**src/rtl/wb_pkg.sv**
```systemverilog
// Shared Wishbone bus widths and arbiter state encoding for the wb_clk bus slice.
package wb_pkg;

    localparam int WB_ADR_W = 30;
    localparam int WB_DAT_W = 32;
    localparam int WB_SEL_W = 4;

    typedef enum logic {
        ARB_IDLE = 1'b0,
        ARB_BUSY = 1'b1
    } arb_state_t;

    // Pointer width for an N-entry round-robin ring; never narrower than one bit.
    function automatic int rr_ptr_w(input int n);
        return (n > 1) ? $clog2(n) : 1;
    endfunction

endpackage

```
**src/rtl/wb_rr_picker.sv**
```systemverilog
// Combinational round-robin picker: one-hot grant to the first requester at or
// after ptr, wrapping past N-1 back to 0. Zero output when nobody requests.
module wb_rr_picker
    import wb_pkg::*;
#(
    parameter int N     = 2,
    parameter int PTR_W = rr_ptr_w(N)
) (
    input  logic [N-1:0]     req_i,
    input  logic [PTR_W-1:0] ptr_i,
    output logic [N-1:0]     gnt_o
);

    logic [PTR_W-1:0] idx;
    logic             found;

    always_comb begin
        gnt_o = '0;
        found = 1'b0;
        idx   = '0;
        for (int off = 0; off < N; off++) begin
            idx = PTR_W'((int'(ptr_i) + off) % N);
            if (!found && req_i[idx]) begin
                gnt_o[idx] = 1'b1;
                found      = 1'b1;
            end
        end
    end

endmodule

```
**src/rtl/wb_bus_arbiter.sv**
```systemverilog
// Round-robin Wishbone classic arbiter: N_MASTERS share one slave, grant held for a whole cyc.
// Define WB_ARB_TIMEOUT_EN to add the stalled-strobe timeout that raises m_err_o.
module wb_bus_arbiter
    import wb_pkg::*;
#(
    parameter int N_MASTERS      = 2,
    parameter int TIMEOUT_CYCLES = 16
) (
    input  logic                          clk_i,
    input  logic                          rst_i,
    input  logic [N_MASTERS-1:0]          m_cyc_i,
    input  logic [N_MASTERS-1:0]          m_stb_i,
    input  logic [N_MASTERS-1:0]          m_we_i,
    input  logic [N_MASTERS*WB_ADR_W-1:0] m_adr_i,
    input  logic [N_MASTERS*WB_SEL_W-1:0] m_sel_i,
    input  logic [N_MASTERS*WB_DAT_W-1:0] m_dat_i,
    output logic [WB_DAT_W-1:0]           m_dat_o,
    output logic [N_MASTERS-1:0]          m_ack_o,
    output logic [N_MASTERS-1:0]          m_err_o,
    output logic                          s_cyc_o,
    output logic                          s_stb_o,
    output logic                          s_we_o,
    output logic [WB_ADR_W-1:0]           s_adr_o,
    output logic [WB_SEL_W-1:0]           s_sel_o,
    output logic [WB_DAT_W-1:0]           s_dat_o,
    input  logic [WB_DAT_W-1:0]           s_dat_i,
    input  logic                          s_ack_i,
    output logic [N_MASTERS-1:0]          gnt_o
);

    localparam int PTR_W = rr_ptr_w(N_MASTERS);

    if (N_MASTERS < 2 || N_MASTERS > 4 || TIMEOUT_CYCLES < 1) begin : g_bad_cfg
        $error("wb_bus_arbiter: N_MASTERS must be 2..4 and TIMEOUT_CYCLES >= 1");
    end

    arb_state_t             state_q, state_d;
    logic [N_MASTERS-1:0]   gnt_q, gnt_d;
    logic [PTR_W-1:0]       ptr_q, ptr_d;
    logic [N_MASTERS-1:0]   pick;
    logic [PTR_W-1:0]       gidx;

    logic                   g_cyc, g_stb, g_we;
    logic [WB_ADR_W-1:0]    g_adr;
    logic [WB_SEL_W-1:0]    g_sel;
    logic [WB_DAT_W-1:0]    g_dat;
    logic                   to_fire;

    wb_rr_picker #(
        .N     (N_MASTERS),
        .PTR_W (PTR_W)
    ) u_picker (
        .req_i (m_cyc_i),
        .ptr_i (ptr_q),
        .gnt_o (pick)
    );

    // gnt_q is all-zero while idle, so the mux yields zeros on the slave side.
    always_comb begin
        g_cyc = 1'b0;
        g_stb = 1'b0;
        g_we  = 1'b0;
        g_adr = '0;
        g_sel = '0;
        g_dat = '0;
        gidx  = '0;
        for (int k = 0; k < N_MASTERS; k++) begin
            if (gnt_q[k]) begin
                g_cyc = m_cyc_i[k];
                g_stb = m_stb_i[k];
                g_we  = m_we_i[k];
                g_adr = m_adr_i[k*WB_ADR_W +: WB_ADR_W];
                g_sel = m_sel_i[k*WB_SEL_W +: WB_SEL_W];
                g_dat = m_dat_i[k*WB_DAT_W +: WB_DAT_W];
                gidx  = PTR_W'(k);
            end
        end
    end

`ifdef WB_ARB_TIMEOUT_EN
    localparam int CNT_W = $clog2(TIMEOUT_CYCLES + 1);

    logic [CNT_W-1:0] cnt_q, cnt_d;

    // Fires on the TIMEOUT_CYCLES-th consecutive cycle of an unanswered strobe.
    always_comb begin
        to_fire = (state_q == ARB_BUSY) && g_stb && !s_ack_i &&
                  (cnt_q == CNT_W'(TIMEOUT_CYCLES - 1));
        cnt_d   = cnt_q + CNT_W'(1);
        if ((state_q != ARB_BUSY) || !g_stb || s_ack_i || to_fire) begin
            cnt_d = '0;
        end
    end

    always_ff @(posedge clk_i) begin
        if (rst_i) begin
            cnt_q <= '0;
        end else begin
            cnt_q <= cnt_d;
        end
    end
`else
    assign to_fire = 1'b0;
`endif

    always_comb begin
        state_d = state_q;
        gnt_d   = gnt_q;
        ptr_d   = ptr_q;
        case (state_q)
            ARB_IDLE: begin
                if (|m_cyc_i) begin
                    gnt_d   = pick;
                    state_d = ARB_BUSY;
                end
            end
            ARB_BUSY: begin
                // Release only when the owner drops cyc; others just wait.
                if (!g_cyc) begin
                    gnt_d   = '0;
                    state_d = ARB_IDLE;
                    ptr_d   = (gidx == PTR_W'(N_MASTERS - 1)) ? '0 : gidx + PTR_W'(1);
                end
            end
            default: begin
                gnt_d   = '0;
                state_d = ARB_IDLE;
            end
        endcase
    end

    always_ff @(posedge clk_i) begin
        if (rst_i) begin
            state_q <= ARB_IDLE;
            gnt_q   <= '0;
            ptr_q   <= '0;
        end else begin
            state_q <= state_d;
            gnt_q   <= gnt_d;
            ptr_q   <= ptr_d;
        end
    end

    assign s_cyc_o = g_cyc;
    assign s_stb_o = g_stb & ~to_fire;
    assign s_we_o  = g_we;
    assign s_adr_o = g_adr;
    assign s_sel_o = g_sel;
    assign s_dat_o = g_dat;

    assign m_dat_o = s_dat_i;
    assign m_ack_o = gnt_q & {N_MASTERS{s_ack_i & g_stb & ~to_fire}};
    assign m_err_o = gnt_q & {N_MASTERS{to_fire}};
    assign gnt_o   = gnt_q;

endmodule

```
**config.mk**
```make
export PLATFORM = sky130hd
export DESIGN_NAME = wb_bus_arbiter
export DESIGN_NICKNAME = d
export VERILOG_FILES = /design/src/rtl/wb_pkg.sv /design/src/rtl/wb_rr_picker.sv /design/src/rtl/wb_bus_arbiter.sv
export SDC_FILE = /design/constraint.sdc
export NUM_CORES = 1
export LEC_CHECK = 0
export CAP_MARGIN = 10
export CORE_AREA = 2 2 108 110
export CTS_CLUSTER_DIAMETER = 50
export DETAILED_ROUTE_END_ITERATION = 8
export DIE_AREA = 0 0 110 112
export GPL_ROUTABILITY_DRIVEN = 0
export SYNTH_ARGS = -nofsm -noshare
export SYNTH_HDL_FRONTEND = slang
export SYNTH_SLANG_ARGS = --single-unit
```
**constraint.sdc**
```tcl
create_clock -name clk_i -period 1.4 [get_ports clk_i]
set_input_delay 0.14 -clock clk_i [delete_from_list [all_inputs] [get_ports clk_i]]
set_output_delay 0.14 -clock clk_i [all_outputs]
set_load 0.02 [all_outputs]
```
After elaboration in Yosys (flattened, before gate mapping):

Index checks and enable logic that the tools add are counted.

* add/sub/neg operators: 2
* magnitude comparators: 4
* equality and inequality tests: 2
* muxes and demuxes: 31
* bitwise operators: 5
* reductions and logical operators: 7

Operators with widths (count)
* two-way mux 32 bit: 2
* two-way mux 30 bit: 2
* two-way mux 1 bit: 17
* two-way mux 2 bit: 4
* two-way mux 4 bit: 2
* < comparator 1 x 2 -> 1 bit, second input constant: 2
* inequality test 2 bit, second input constant: 2
* one-hot mux 2 bit (2 select lines): 1
* AND reduction 2 bit: 2
* logical AND 1 bit: 3
* adder 1 bit, second input constant: 2
* AND 2 bit: 1
* demux 1 bit (select 1 bit): 2
* greater-or-equal comparator 1 bit, second input constant: 2
* NOT 1 bit: 2
* OR 2 bit: 1
* one-hot mux 1 bit (2 select lines): 1
* OR reduction 2 bit: 1
* AND 1 bit: 1
* zero test 1 bit: 1

* flip-flop bits (word level): 4
* bits of input ports: 173
* word-level logic and storage cells: 54

Longest topological paths before layout:

Gate-level depths: netlist of the first run.

* word-level depth: 9
* gate-level depth with buffers: 5
* mapped depth without buffers: 3

Modules after synthesis:

A second synthesis of the first run with hierarchy kept.

* cell total of the unflattened synthesis: 151
* area, all modules: 1212.4 µm²

By module, submodules not included
* wb_bus_arbiter: instances 1, cells each 148, area each 1193.6 µm²
* wb_rr_picker: instances 1, cells each 3, area each 18.8 µm²

Least setup slack after synthesis of the first run:

Ideal clock, no wire load.

* path kind: register to output
* from: reg gnt_q[0], in the netlist gnt_o[0]
* to: out m_ack_o[0]
* arrival time: 1.282 ns
* required time: 1.260 ns
* setup slack: -0.022 ns
* cell stages (with the launch flop): 5
* cell sequence: dfxtp_1 nor2b_1 buf_2 a22o_1 and3_1

* cells in the longest elaborated chain, start to end: 4

Ends and longest elaborated chain
* start: declaration: line wb_bus_arbiter.sv:38 `logic [N_MASTERS-1:0] gnt_q, gnt_d;`
* start signal: assignment: line wb_bus_arbiter.sv:139 `gnt_q <= gnt_d;`
* two-way mux 1 bit (2 in series): line wb_bus_arbiter.sv:68 `if (gnt_q[k]) begin`
* named net s_stb_o: line wb_bus_arbiter.sv:21 `output logic s_stb_o,`
* AND 1 bit: line wb_bus_arbiter.sv:152 `assign m_ack_o = gnt_q & {N_MASTERS{s_ack_i & g_stb & ~to_fire}};`
* AND 2 bit: line wb_bus_arbiter.sv:152
* end: declaration: line wb_bus_arbiter.sv:18 `output logic [N_MASTERS-1:0] m_ack_o,`

The timed path passes the listed nets, and every way through them passes these cells.

Worst setup path in the final report of the first run:

* from: reg gnt_q[1], in the netlist gnt_o[1]
* to: out m_ack_o[0]

* cells in the longest elaborated chain, start to end: 3

Ends and longest elaborated chain (line)
* two-way mux 1 bit: wb_bus_arbiter.sv:68
* AND 1 bit: wb_bus_arbiter.sv:152
* AND 2 bit: wb_bus_arbiter.sv:152

Every way passes these cells.

==> results of run 1 <==
## worst register-to-register path, delay by kind of cell, from the launching register on
| family | cells | cell delay (ps) |
|---|---|---|
| buffers and inverters | 3 | 460 |
| AOI/OAI and AO/OA | 2 | 340 |
| DFF | 1 | 350 |
| and+or+nand+nor | 1 | 170 |
## logic make-up (layout without fill, tap and decap cells)
group / count (synthesis) / in the layout / share of synthesized area
DFF: 4 / 4 / 0.06942
other: 1 / 2 / 0.003251
AOI/OAI and AO/OA: 77 / 77 / 0.5662
buffers and inverters: 53 / 241 / 0.3189
and+or+nand+nor: 9 / 9 / 0.04229
## area by class of cell
class	instances	area, sq um	area share
inverter	2	7.507	0.002199
sequential	4	85.08	0.02493
timing repair buffer	236	2315	0.6782
clock buffer	3	75.07	0.02199
multi-input combinational	88	752.0	0.2203
tap	143	178.9	0.05242
## synthesized netlist by cell type, types with 2 or more instances
| master | number |
|---|---|
| buf_6 | 4 |
| nor2b_1 | 2 |
| o21ai_0 | 3 |
| dfxtp_1 | 4 |
| a22o_1 | 68 |
| buf_4 | 35 |
| a21oi_1 | 2 |
| clkbuf_1 | 6 |
| buf_2 | 6 |
| inv_1 | 2 |
| and3_1 | 2 |
| nand2_1 | 2 |
## worst min path at each step
stage / end / from / depth (start not counted) / slack [ps]
CTS: m_dat_o[10] / s_dat_i[10] / 0 / 280
global placement: m_dat_o[10] / s_dat_i[10] / 0 / 280
detailed placement: m_dat_o[10] / s_dat_i[10] / 0 / 280
global route: m_dat_o[18] / s_dat_i[18] / 0 / 280
finish: m_dat_o[8] / s_dat_i[8] / 0 / 280
floorplan: ptr_q$_SDFFE_PP0P_ / rst_i / 1 / 220
## metal layers
metal  global-route usage  vias up  wire length (microns)
li1                     -      912                      -
met1               0.1072      879                   3013
met2               0.1914      116                   4010
met3              0.03689       10                   1015
met4              0.02194        0                     61
met5                    0        -                      0
## repair_timing
item / CTS / global route
setup buffers: 4 / 2
resized for setup: 283 / 91
endpoints found under the setup margin: 74 / 74
pin swaps: 0 / 2
gates cloned: 1 / 5
## power breakdown
part / leakage [nW] / switching, mW / internal, mW / total [mW]
Combinational: 1.43 / 0.581 / 0.824 / 1.40
Clock: 0.0370 / 0.0842 / 0.365 / 0.449
Sequential: 0.0342 / 0.0131 / 0.126 / 0.139
Total: 1.50 / 0.678 / 1.31 / 1.99
## flip-flops by register name (all words and copies together) (netlist names)
signal	count
gnt_o	2
ptr_q	1
state_q	1
==> results.cfg, run 1 <==
[sta]
fin_skew_ps = 1.929
fin_ws_ps = -100.9
setup_violations = 55
hold_ws_ps = 280.0
hold_violations = 0
rsz0062_at_grt = true
timing.fmax_ghz = 0.6662
fin_crit_sh = 1.072
slew_viol_final = 0
fin_crit_ps = 1501
setup-tns-final_ps = -3062

[place]
hpwl_microns = 5682
io_buffer_count = 213
placed_area_sq_um = 3273
dp_cells = 463
detailedPlace.worstSlack_ps = -298.8

[critical_path]
crit_path_start_kind = flop
crit_family = simple AND/OR/NAND/NOR gates
crit_required_ps = 1260
cpPeakStageDelay_ps = 350
critPathCaptureType = primary output
path_common_cell = buf_4
cp_slowest_cell = dfxtp_4
critPathMaxFanout = 5
r2r_start = gnt_o[1]$_SDFFE_PP0P_
path_depth = 5
path_buf_inv = 2
crit_type = flop to primary output
critPathLaunch = gnt_o[1]$_SDFFE_PP0P_
rrSetupSlack_ps = 0
crit_chain = nor2b_4 -> buf_4 -> a22o_1 -> and3_2 -> buf_4
reg2reg_depth = 6
arrival_ps = 1360
endpoint = m_ack_o[0]
r2r_end = gnt_o[0]$_SDFFE_PP0P_

[clock_tree]
clock_latency_ps = 230
cts_max_path_buffers = 2
root_buffer = clkbuf_16
ctsHoldBuffers = 0
cts_tree = built
htreeDepth = 1
clkTransAtPathRegs_ps = 30
cts_made_buffers = 3
clkSinkCount = 4

[finish]
fillCellCount = 1179
n_antenna_cell = 0
final_common_cell = clkdlybuf4s50_1
syn_to_final_growth_pct = 195.9
nNetsFinal = 508
instances_no_fill = 476
final_util = 0.3055
drive_above_1_share = 0.3213
design_area_sq_um = 3413
layout_common_cells = clkdlybuf4s50_1, a22o_1, buf_4

[flow_run]
cap_violations = 0

[synthesis]
synth_async_sr_flop_share = 0
synth_ff_type = dfxtp_1
post-synth-top-area-cell = a22o_1
ys_top_cells_by_area = a22o_1, buf_4, dfxtp_1, buf_6, buf_2
syn_area_sq_um = 1154
synth_edf_count = 0
synth_cells = 144
ys_seq_area_frac = 0.06941
yosysWarnings = 0
synth.avg_cell_area_sq_um = 8.011
ys_types = 20
ys_ff_latch = 4
synth_top_area_share = 0.5163

[floorplanning]
die_h_microns = 112
fp.dieArea_sq_um = 12320
rows = 39
ios = 280
core_area_sq_um = 11170
start_util = 0.1032
fp.dieW_microns = 110

[pwr]
powerDensity_nw_per_um2 = 583.9
ir_drop_mv = 0.5124
total_leakage_power_nw = 1.500
p_total_mw = 1.993

[detailed_routing]
drt_pass1_iterations = 4
drt.antenna.violating_nets = 0
routedWlPerCell_microns = 17.02
routed_wl_microns = 8100
drt-initial-drc-count = 60
route.vias.total = 1917
via_per_inst = 4.027
drc = 0

[global_route]
grt_usage = 0.1024
grt_pass1_wl_microns = 9832
grt_overflow = 0
antenna_found_initial = 0
grt_max_degree = 39
grt_pass1_vias = 1852

[status]
violations = negative setup slack
status = complete, but fails checks

[min_path]
hold_class = input pin to primary output
(Power assumes the default switching activity.)
==> run 2, diff against run 1 <==
CORE_AREA = 2 2 107 109   (was 2 2 108 110)
DIE_AREA = 0 0 109 111   (was 0 0 110 112)
SYNTH_HIERARCHICAL = 1   (was not set)
==> results.cfg, run 2 <==
[status]
status = complete, but fails checks
violations = negative setup slack

[synthesis]
synth.avg_cell_area_sq_um = 8.029
synth.cells.most_frequent = a22o_1, buf_4, buf_2
ys_seq_area_frac = 0.06605
post-synth-top-area-cell = a22o_1
synth_async_sr_flop_share = 0
ys_types = 21
yosysWarnings = 6
ys_ff_latch = 4
yosysMostFrequentCell = a22o_1
synth_cells = 151
ys_top_cells_by_area = a22o_1, buf_4, dfxtp_1, buf_6, buf_2
syn_area_sq_um = 1212
synth_edf_count = 0
synth_top_area_share = 0.4912
synth_ff_type = dfxtp_1

[detailed_routing]
via_per_inst = 4.118
drt_pass1_iterations = 4
routedWlPerCell_microns = 17.48
drt.antenna.violating_nets = 0
route.vias.total = 1985
drc = 0
drt-initial-drc-count = 67
routed_wl_microns = 8425

[finish]
nNetsFinal = 514
design_area_sq_um = 3656
layout_common_cells = clkdlybuf4s50_1, buf_6, a22o_1
drive_above_1_share = 0.3156
final_common_cell = clkdlybuf4s50_1
n_antenna_cell = 0
syn_to_final_growth_pct = 201.5
largest_reg_flops = 2

[sta]
fin_ws_ps = -69.43
rsz0062_at_grt = true
fin_skew_ps = 0.4666
timing.fmax_ghz = 0.6805
setup_violations = 52
hold_violations = 0
slew_viol_final = 0
fin_crit_ps = 1469
fin_crit_sh = 1.050
hold_ws_ps = 280.0

[global_route]
grt_pass1_vias = 1920
grt_max_degree = 28
antenna_found_initial = 0
grt_pass1_wl_microns = 10830
grt_usage = 0.1166
grt_overflow = 0

[place]
placed_area_sq_um = 3322
detailedPlace.worstSlack_ps = -336.0
hpwl_microns = 6282
io_buffer_count = 213

[critical_path]
crit_type = flop to primary output
r2r_start = gnt_o[1]$_SDFFE_PP0P_
r2r_end = gnt_o[0]$_SDFFE_PP0P_
critPathMaxFanout = 13
arrival_ps = 1330
crit_path_start_kind = flop
crit_chain = nor2b_4 -> buf_6 -> buf_12 -> a22o_1 -> buf_6
reg2reg_depth = 5
cpPeakStageDelay_ps = 320
critPathCaptureType = primary output
cp_slowest_cell = dfxtp_2
path_common_cell = buf_6
crit_required_ps = 1260
critPathLaunch = gnt_o[0]$_SDFFE_PP0P_
rrSetupSlack_ps = 40

[clock_tree]
cts_tree = built
clock_latency_ps = 230
clkSinkCount = 4
clkTransAtPathRegs_ps = 30
cts_max_path_buffers = 2
root_buffer = clkbuf_16
cts_made_buffers = 3
htreeDepth = 1

[pwr]
p_total_mw = 1.962
p_int_mw = 1.322
total_leakage_power_nw = 1.553
powerDensity_nw_per_um2 = 536.8
ir_drop_mv = 0.4178
clockPowerShare = 0.229
pwr-share-seq = 0.070
p_switching_mw = 0.6402
combPwrFrac = 0.702
p_sw_frac = 0.3262

[min_path]
hold_class = input pin to primary output
hold_start = s_dat_i[12]
hold_path_depth = 0
holdPathEnd = m_dat_o[12]

[floorplanning]
rows = 39
fp.dieW_microns = 109
core_area_sq_um = 11080
ios = 280
start_util = 0.1095
die_h_microns = 111
fp.dieArea_sq_um = 12100

[flow_run]
cap_violations = 0
## run 2: cell count changes in the layout (fill, tap and decap cells not counted), moves of 3 or more
cell | before | now
a22o_4 | 2 | 5
o21ai_0 | 3 | 0
a22o_1 | 66 | 63
buf_6 | 25 | 68
nand3_1 | 0 | 3
buf_2 | 14 | 2
buf_4 | 45 | 15
## run 2: per-stage QoR
step | instances | TNS (ps) | util
finish | 482 | -2044 | 0.3301
global route | 482 | -5839 | 0.3301
CTS | 478 | -2982 | 0.3150
detailed placement | 471 | -16860 | 0.2999
global placement | 471 | -16620 | 0.2999
floorplan | 152 | 0 | -
## run 2: worst max path at each step
stage                              to  depth (start not counted)
after floorplan            m_ack_o[0]                          4
after global placement    s_dat_o[26]                          4
after detailed placement  s_dat_o[26]                          4
after CTS                 s_adr_o[20]                          5
after global routing       m_ack_o[0]                          5
final                      s_adr_o[6]                          5
## run 2: power by group through the flow
stage | clock network (mW) | logic, mW | registers (mW)
4_1_cts | 0.453 | 1.31 | 0.137
5_1_grt | 0.462 | 1.45 | 0.139
2_1_floorplan | 0 | 0.596 | 0.139
6_report | 0.448 | 1.38 | 0.137
3_3_place_gp | 0 | 1.24 | 0.137
3_5_place_dp | 0 | 1.24 | 0.138
## run 2: what timing repair did
action	4_1_cts	5_1_grt
buffers inserted	3	1
pin swaps	4	7
hold buffers	0	0
endpoints found under the setup margin	73	71
cloned	1	4
hold endpoints to repair	0	0
resized for setup	389	26
## run 2: kinds of logic after synthesis
kind of cell	Yosys count	share of synthesized area
AOI/OAI and AO/OA	76	0.5387
DFF	4	0.06605
other	1	0.003093
and+or+nand+nor	15	0.06295
buffers and inverters	54	0.3199
muxes	1	0.009287
## run 2: layout make-up
| type | instances | area (sq um) |
|---|---|---|
| fill | 1138 | 7421 |
| sequential | 4 | 82.58 |
| timing repair buffer | 236 | 2510 |
| clock buffer | 3 | 75.07 |
| multi-input combinational | 94 | 802.0 |
| inverter | 2 | 7.507 |
| tap | 143 | 178.9 |
## run 2: worst max-delay path, delay by kind of cell, from the launching register on
| kind | cells | cell delay (ps) |
|---|---|---|
| flip-flops | 1 | 320 |
| AO/OA/AOI/OAI | 1 | 150 |
| buffers and inverters | 3 | 420 |
| AND/OR/NAND/NOR | 1 | 200 |
## run 2: metal layers
layer | up-vias | global-route usage | share of wire
met5 | - | 0 | 0
li1 | 939 | - | -
met4 | 0 | 0.02821 | 0.012
met2 | 133 | 0.2141 | 0.51
met1 | 898 | 0.1286 | 0.38
met3 | 15 | 0.03469 | 0.099
